===== config.mk =====
export PLATFORM = sky130hd
export DESIGN_NAME = pwm_compare_stage
export DESIGN_NICKNAME = d
export VERILOG_FILES = /design/src/rtl/pwm_compare_pkg.sv /design/src/rtl/pwm_deadtime.sv /design/src/rtl/pwm_compare_stage.sv
export SDC_FILE = /design/constraint.sdc
export NUM_CORES = 1
export LEC_CHECK = 0
export CORE_MARGIN = 2
export CORE_UTILIZATION = 60
export CTS_CLUSTER_SIZE = 12
export DETAILED_ROUTE_END_ITERATION = 10
export DONT_BUFFER_PORTS = 1
export PLACE_DENSITY = 0.76
export SLEW_MARGIN = 20
export SYNTH_ARGS = -nofsm -noshare
export SYNTH_HDL_FRONTEND = slang
export SYNTH_SLANG_ARGS = --single-unit

===== constraint.sdc =====
create_clock -name clk -period 7.1 [get_ports clk]
set_input_delay 1.065 -clock clk [delete_from_list [all_inputs] [get_ports clk]]
set_output_delay 1.065 -clock clk [all_outputs]
set_load 0.005 [all_outputs]

===== src/rtl/pwm_compare_pkg.sv =====
// Shared types and helpers for the PWM compare stage: handshake states, counter limits, duty clamp.
// Used by pwm_compare_stage and its testbench.
package pwm_compare_pkg;

    localparam int PKG_CNT_W = 4;
    localparam int MAX_CNT   = (1 << PKG_CNT_W) - 1;

    typedef logic [0:0] hs_state_t;
    localparam hs_state_t ST_IDLE    = 1'b0;
    localparam hs_state_t ST_PENDING = 1'b1;

    // A full-period duty is 2^cnt_w; anything larger means "always high".
    function automatic int unsigned clamp_duty(input int unsigned duty, input int unsigned cnt_w);
        int unsigned full;
        full = 32'd1 << cnt_w;
        return (duty > full) ? full : duty;
    endfunction

endpackage


===== src/rtl/pwm_deadtime.sv =====
// Dead-time gating: both complementary outputs held low for DEAD_CYC clocks after each raw edge.
// Outputs are combinational from registered state; raw is expected to come from a register.
module pwm_deadtime #(
    parameter int DEAD_CYC = 1
) (
    input  logic clk,
    input  logic reset,
    input  logic raw,
    input  logic enable,
    output logic pwm_out,
    output logic pwm_out_n
);

    localparam int DW = (DEAD_CYC < 2) ? 1 : $clog2(DEAD_CYC + 1);

    logic [DW-1:0] dead_q;
    logic          raw_prev;
    logic          edge_det;
    logic          dead_zero;

    // The edge cycle itself counts as the first dead cycle, so reload with DEAD_CYC-1.
    assign edge_det  = (raw != raw_prev);
    assign dead_zero = !edge_det && (dead_q == '0);
    assign pwm_out   = raw && dead_zero;
    assign pwm_out_n = !raw && dead_zero && enable;

    always_ff @(posedge clk or posedge reset) begin
        if (reset) begin
            dead_q   <= '0;
            raw_prev <= 1'b0;
        end else begin
            raw_prev <= raw;
            if (edge_det) begin
                dead_q <= DW'(DEAD_CYC - 1);
            end else if (dead_q != '0) begin
                dead_q <= dead_q - 1'b1;
            end
        end
    end

endmodule


===== src/rtl/pwm_compare_stage.sv =====
// Compares the upstream counter against a double-buffered duty and emits a registered PWM plus period events.
// PWM_COMPL_EN adds pwm_out_n with dead-time gating via pwm_deadtime.
module pwm_compare_stage
    import pwm_compare_pkg::*;
#(
    parameter int CNT_W    = PKG_CNT_W,
    parameter int PER_W    = 8,
    parameter int DEAD_CYC = 1
) (
    input  logic             clk,
    input  logic             reset,
    input  logic [CNT_W-1:0] counter,
    input  logic             enable,
    input  logic [CNT_W:0]   duty_in,
    input  logic             duty_valid,
    output logic             duty_ready,
    output logic             pwm_out,
`ifdef PWM_COMPL_EN
    output logic             pwm_out_n,
`endif
    output logic             wrap_pulse,
    output logic             short_period,
    output logic [PER_W-1:0] period_cnt
);

    localparam logic [CNT_W-1:0] CNT_MAX = CNT_W'((1 << CNT_W) - 1);

    if (DEAD_CYC < 1 || DEAD_CYC > (1 << CNT_W) - 1) begin : g_bad_dead
        $error("DEAD_CYC out of range");
    end

    logic [CNT_W-1:0] cnt_q;
    logic [CNT_W:0]   active_duty;
    logic [CNT_W:0]   pending_duty;
    logic [CNT_W:0]   eff_duty;
    hs_state_t        state;
    logic             boundary;
    logic             at_max;
    logic             cmp;

    // A boundary is the first cycle the counter reads zero; the pending duty is used right then.
    assign boundary   = (counter == '0) && (cnt_q != '0);
    assign at_max     = (cnt_q == CNT_MAX);
    assign eff_duty   = (boundary && state == ST_PENDING) ? pending_duty : active_duty;
    assign cmp        = enable && ({1'b0, counter} < eff_duty);
    assign duty_ready = (state == ST_IDLE);

    always_ff @(posedge clk or posedge reset) begin
        if (reset) begin
            cnt_q        <= '0;
            wrap_pulse   <= 1'b0;
            short_period <= 1'b0;
            period_cnt   <= '0;
        end else begin
            cnt_q        <= counter;
            wrap_pulse   <= boundary && at_max;
            short_period <= boundary && !at_max;
            if (boundary && at_max) begin
                period_cnt <= period_cnt + 1'b1;
            end
        end
    end

    // A transfer accepted on a boundary cycle waits for the next boundary.
    always_ff @(posedge clk or posedge reset) begin
        if (reset) begin
            state        <= ST_IDLE;
            active_duty  <= '0;
            pending_duty <= '0;
        end else begin
            case (state)
                ST_IDLE: begin
                    if (duty_valid) begin
                        pending_duty <= (CNT_W+1)'(clamp_duty(32'(duty_in), CNT_W));
                        state        <= ST_PENDING;
                    end
                end
                default: begin
                    if (boundary) begin
                        active_duty <= pending_duty;
                        state       <= ST_IDLE;
                    end
                end
            endcase
        end
    end

`ifdef PWM_COMPL_EN
    logic raw_q;
    logic en_q;

    always_ff @(posedge clk or posedge reset) begin
        if (reset) begin
            raw_q <= 1'b0;
            en_q  <= 1'b0;
        end else begin
            raw_q <= cmp;
            en_q  <= enable;
        end
    end

    pwm_deadtime #(
        .DEAD_CYC (DEAD_CYC)
    ) u_deadtime (
        .clk       (clk),
        .reset     (reset),
        .raw       (raw_q),
        .enable    (en_q),
        .pwm_out   (pwm_out),
        .pwm_out_n (pwm_out_n)
    );
`else
    always_ff @(posedge clk or posedge reset) begin
        if (reset) begin
            pwm_out <= 1'b0;
        end else begin
            pwm_out <= cmp;
        end
    end
`endif

endmodule


==> tab_implementation.tex <==
\begin{tabular}{lr}
\hline
Metric & Value \\
\hline
\multicolumn{2}{l}{\textbf{Global routing}} \\
\quad Met3 track demand over resource in global routing & 3.08\% \\
\quad Global-route met2 utilization & between 30 and 40\% \\
\quad Overall overflow remaining after global route & 0 \\
\quad Most Crowded Layer GR & met2 \\
\quad First-pass GRT wire length & between 2000 and 3000 µm \\
\quad Maximum number of pins on one net before global-route repair & 27 \\
\quad Number of global-route vias before repair & between 600 and 700 \\
\quad Global routing usage summed across all routing layers & around 19\% \\
\quad Met1 track utilization from global routing & between 20\% and 30\% \\
\quad Antenna violations before repair & 0 \\
\multicolumn{2}{l}{\textbf{Worst setup path}} \\
\quad Required time of the critical path & approximately 7.3 ns \\
\quad Number of cells on the worst reg-to-reg path & 9 \\
\quad Register-to-register setup slack & around 4.6 ns \\
\quad Crit path capture type & flip-flop \\
\quad CP startpoint kind & primary input \\
\quad Data arrival time of the critical path & 3.19 ns \\
\quad Critical Path Fanout Max & 7 \\
\quad WS Path Type & in2reg \\
\multicolumn{2}{l}{\textbf{STA}} \\
\quad Final worst path period share & a little over two fifths \\
\quad Hold Violations, Final & 0 \\
\quad Count of final max-slew check failures & 0 \\
\quad Highest clock rate & approximately 0.34 GHz \\
\quad Tightest Pin Transition & slightly below 1 ns \\
\quad RSZ-0062 raised after global routing & false \\
\quad Worst Skew & around 0.0038 ns \\
\quad Relative max-transition margin & between 30\% and 40\% \\
\quad Final TNS setup & 0 ns \\
\quad Number of failing setup endpoints in the final timing report & 0 \\
\quad Time the worst path needs with I/O delays and setup & around 3 ns \\
\multicolumn{2}{l}{\textbf{Synthesis}} \\
\quad Post-Synthesis Cells & 86 \\
\quad Netlist area before placement & around 1100 µm² \\
\quad Top-area cell type share of the netlist area & just under 60\% \\
\quad Cell type with the largest total area after synthesis & dfrtp\_1 \\
\quad Mean Syn Cell Area & between 10 and 15 µm² \\
\quad Register bit count reported by yosys & 26 \\
\quad Post-Syn Nets & 103 \\
\quad Number of unique standard cell types used by synthesis & 26 \\
\quad Top area cells in the synthesized netlist & dfrtp\_1 59\%, mux2\_2 5.1\%, ha\_1 4.5\% \\
\quad Seq/Total Area, Yosys & between 50\% and 60\% \\
\quad Total number of yosys warnings & 0 \\
\multicolumn{2}{l}{\textbf{Power and ir drop}} \\
\quad Switching Fraction & between 20\% and 30\% \\
\quad Proportion of power drawn by combinational gates & between 10\% and 20\% \\
\quad Worst voltage drop across the vdd grid & roughly 0.17 mV \\
\quad Leak & 0.000577 µW \\
\quad Power dissipated by switching net loads & 75.1 µW \\
\quad Power density normalized to cell area & around 250 nW/µm² \\
\quad Cell internal pwr & 221 µW \\
\quad Sequential share of power & 60.5\% \\
\quad Fraction of power consumed by the clock network & between 20\% and 30\% \\
\multicolumn{2}{l}{\textbf{Place}} \\
\quad Final weighted congestion of routability-driven global placement & 0.749 \\
\quad Post-detail-place hpwl & between 1000 and 1500 µm \\
\quad Port Buffer Count & 0 \\
\multicolumn{2}{l}{\textbf{Die}} \\
\quad Std-Cell Rows & 15 \\
\quad Initial Utilization & between 60\% and 70\% \\
\quad Die boundary height & $\sim$47 µm \\
\quad Floorplan die width & between 40 and 50 µm \\
\quad Core area & 1730 µm² \\
\quad I/O pins & 25 \\
\quad Die outline area & 2190 µm² \\
\multicolumn{2}{l}{\textbf{Clocking}} \\
\quad TritonCTS clock tree & built \\
\quad Number of setup buffers added after CTS & 0 \\
\quad Max Root-Sink Buffers & 2 \\
\quad Number of clock buffers inserted by TritonCTS & 3 \\
\quad CTS hold repair buffers & 0 \\
\quad Insertion delay of the later-clocked pin in the worst-skew pair & between 0.3 and 0.4 ns \\
\quad Clock-pin slew on the worst setup and hold paths & roughly 0.13 ns \\
\quad Total number of H-tree levels & 1 \\
\quad Cts repair resizes & 0 \\
\quad Clock Tree Root & clkbuf\_4 \\
\quad Clock Sinks & 26 \\
\multicolumn{2}{l}{\textbf{Finish}} \\
\quad Core utilization of the finished layout & between 60 and 70\% \\
\quad Layout fillers & 140 \\
\quad Synth-to-Final Area Change & 6.14\% \\
\quad Share of final-layout standard cells stronger than drive strength 1 & between 10\% and 20\% \\
\quad Ant diodes & 0 \\
\quad Final Net Count & 108 \\
\multicolumn{2}{l}{\textbf{Route}} \\
\quad \# DRC & 0 \\
\quad Drt first-iter violations & 7 \\
\quad Total vias in the final route & 650 \\
\quad Final wirelength & approximately 1800 µm \\
\quad Antenna-violating nets left & 0 \\
\quad Post-DR vias/cell & 5.65 \\
\quad Wire per inst & 15.3 µm \\
\quad Iteration count of the initial detailed-routing pass & 4 \\
\multicolumn{2}{l}{\textbf{Worst hold path}} \\
\quad Worst Hold Path Cells & 2 \\
\quad Class of the most critical hold timing path & reg2reg \\
\multicolumn{2}{l}{\textbf{Run}} \\
\quad Max\_cap viols & 0 \\
\multicolumn{2}{l}{\textbf{Run status}} \\
\quad Outcome & completed \\
\hline
\end{tabular}
[power groups by stage]
stage | registers (µW) | logic, µW | clock network (µW)
finish | 179 | 44.2 | 72.9
CTS | 180 | 45.2 | 73.7
detailed placement | 183 | 44.6 | 0
global route | 182 | 51.5 | 80.0
global placement | 182 | 40.9 | 0
floorplan | 179 | 35.4 | 0
[state kept, by name, summed over array words and instances, names as in the netlist]
| register | cells |
|---|---|
| period_cnt | 8 |
| cnt_q | 4 |
| pending_duty | 5 |
| wrap_pulse | 1 |
| state | 1 |
| short_period | 1 |
| pwm_out | 1 |
| active_duty | 5 |
[placed cells by master, fill, tap and decap left out, drive strengths merged, types with 3 or more instances in the layout]
cell	n
nand2	6
inv	6
nand4	3
o21ai	4
xnor2	5
nand2b	4
ha	4
dfrtp	26
nand3	5
clkbuf	4
mux2	5
[per-layer routing]
metal | wire length [µm] | part of all wire (%)
met2 | 947 | 54
met4 | 33 | 1.9
met1 | 718 | 41
met3 | 63 | 3.6
met5 | 0 | 0
[Yosys cell counts, drive strengths merged]
library cell	number
a21boi	1
a21o	1
a21oi	1
a311o	1
and2b	1
and3	2
dfrtp	26
ha	4
inv	6
mux2	5
mux2i	2
nand2	6
nand2b	4
nand3	5
nand4	3
nor2	1
nor3	1
nor4	1
o21a	1
o21ai	4
o311ai	1
or4	2
xnor2	5
xor2	2
[path summary, 6_finish.rpt]
| kind | startpoint | endpoint |
|---|---|---|
| worst max-delay path | counter[1] | pwm_out$_DFF_PP0_ |
| worst min-delay path | pending_duty[3]$_DFFE_PP0P_ | pending_duty[3]$_DFFE_PP0P_ |
| worst max register to register | cnt_q[0]$_DFF_PP0_ | pwm_out$_DFF_PP0_ |
| worst min register to register | pending_duty[3]$_DFFE_PP0P_ | pending_duty[3]$_DFFE_PP0P_ |
| max in group asynchronous | reset | active_duty[1]$_DFFE_PP0N_ |
| min in group asynchronous | reset | active_duty[2]$_DFFE_PP0N_ |
[metrics by stage]
stage                     hold WS (ns)  area (µm²)  total power (µW)  cells  worst slack, ns
after global routing             0.535        1170               314    115             4.01
after detailed placement         0.468        1130               227    111             3.84
final                            0.490        1170               296    115             4.12
after global placement           0.466        1130               223    111             3.96
after floorplan                  0.446        1100               214     86             4.11
after CTS                        0.498        1170               299    115             4.11
[worst max-delay path: stages]
cell and delay [ns]:
nor4_1 0.49, nand3_2 0.30, mux2_2 0.31, inv_1 0.05, ha_1 0.31, nand3_1 0.13
a311o_1 0.35, o311ai_1 0.10, a21boi_1 0.11
[cell type report]
type	count	area (µm²)	area share [%]
sequential	26	651	55.7
multi-input combinational	54	428	36.6
clock buffer	4	36.3	3.10
tap	25	31.3	2.68
inverter	6	22.5	1.93
[cell families (layout without fill, tap and decap cells)]
logic type      Yosys count  after routing  synth area share [%]
compound gates           10             10                  6.02
xor+xnor                  7              7                  5.57
fa+ha+maj                 4              4                  4.55
buf+inv                   6             10                  2.05
flops                    26             26                  59.1
mux                       7              7                  6.93
simple gates             26             26                  15.8
Note: power is estimated with default switching activity, not from simulation.
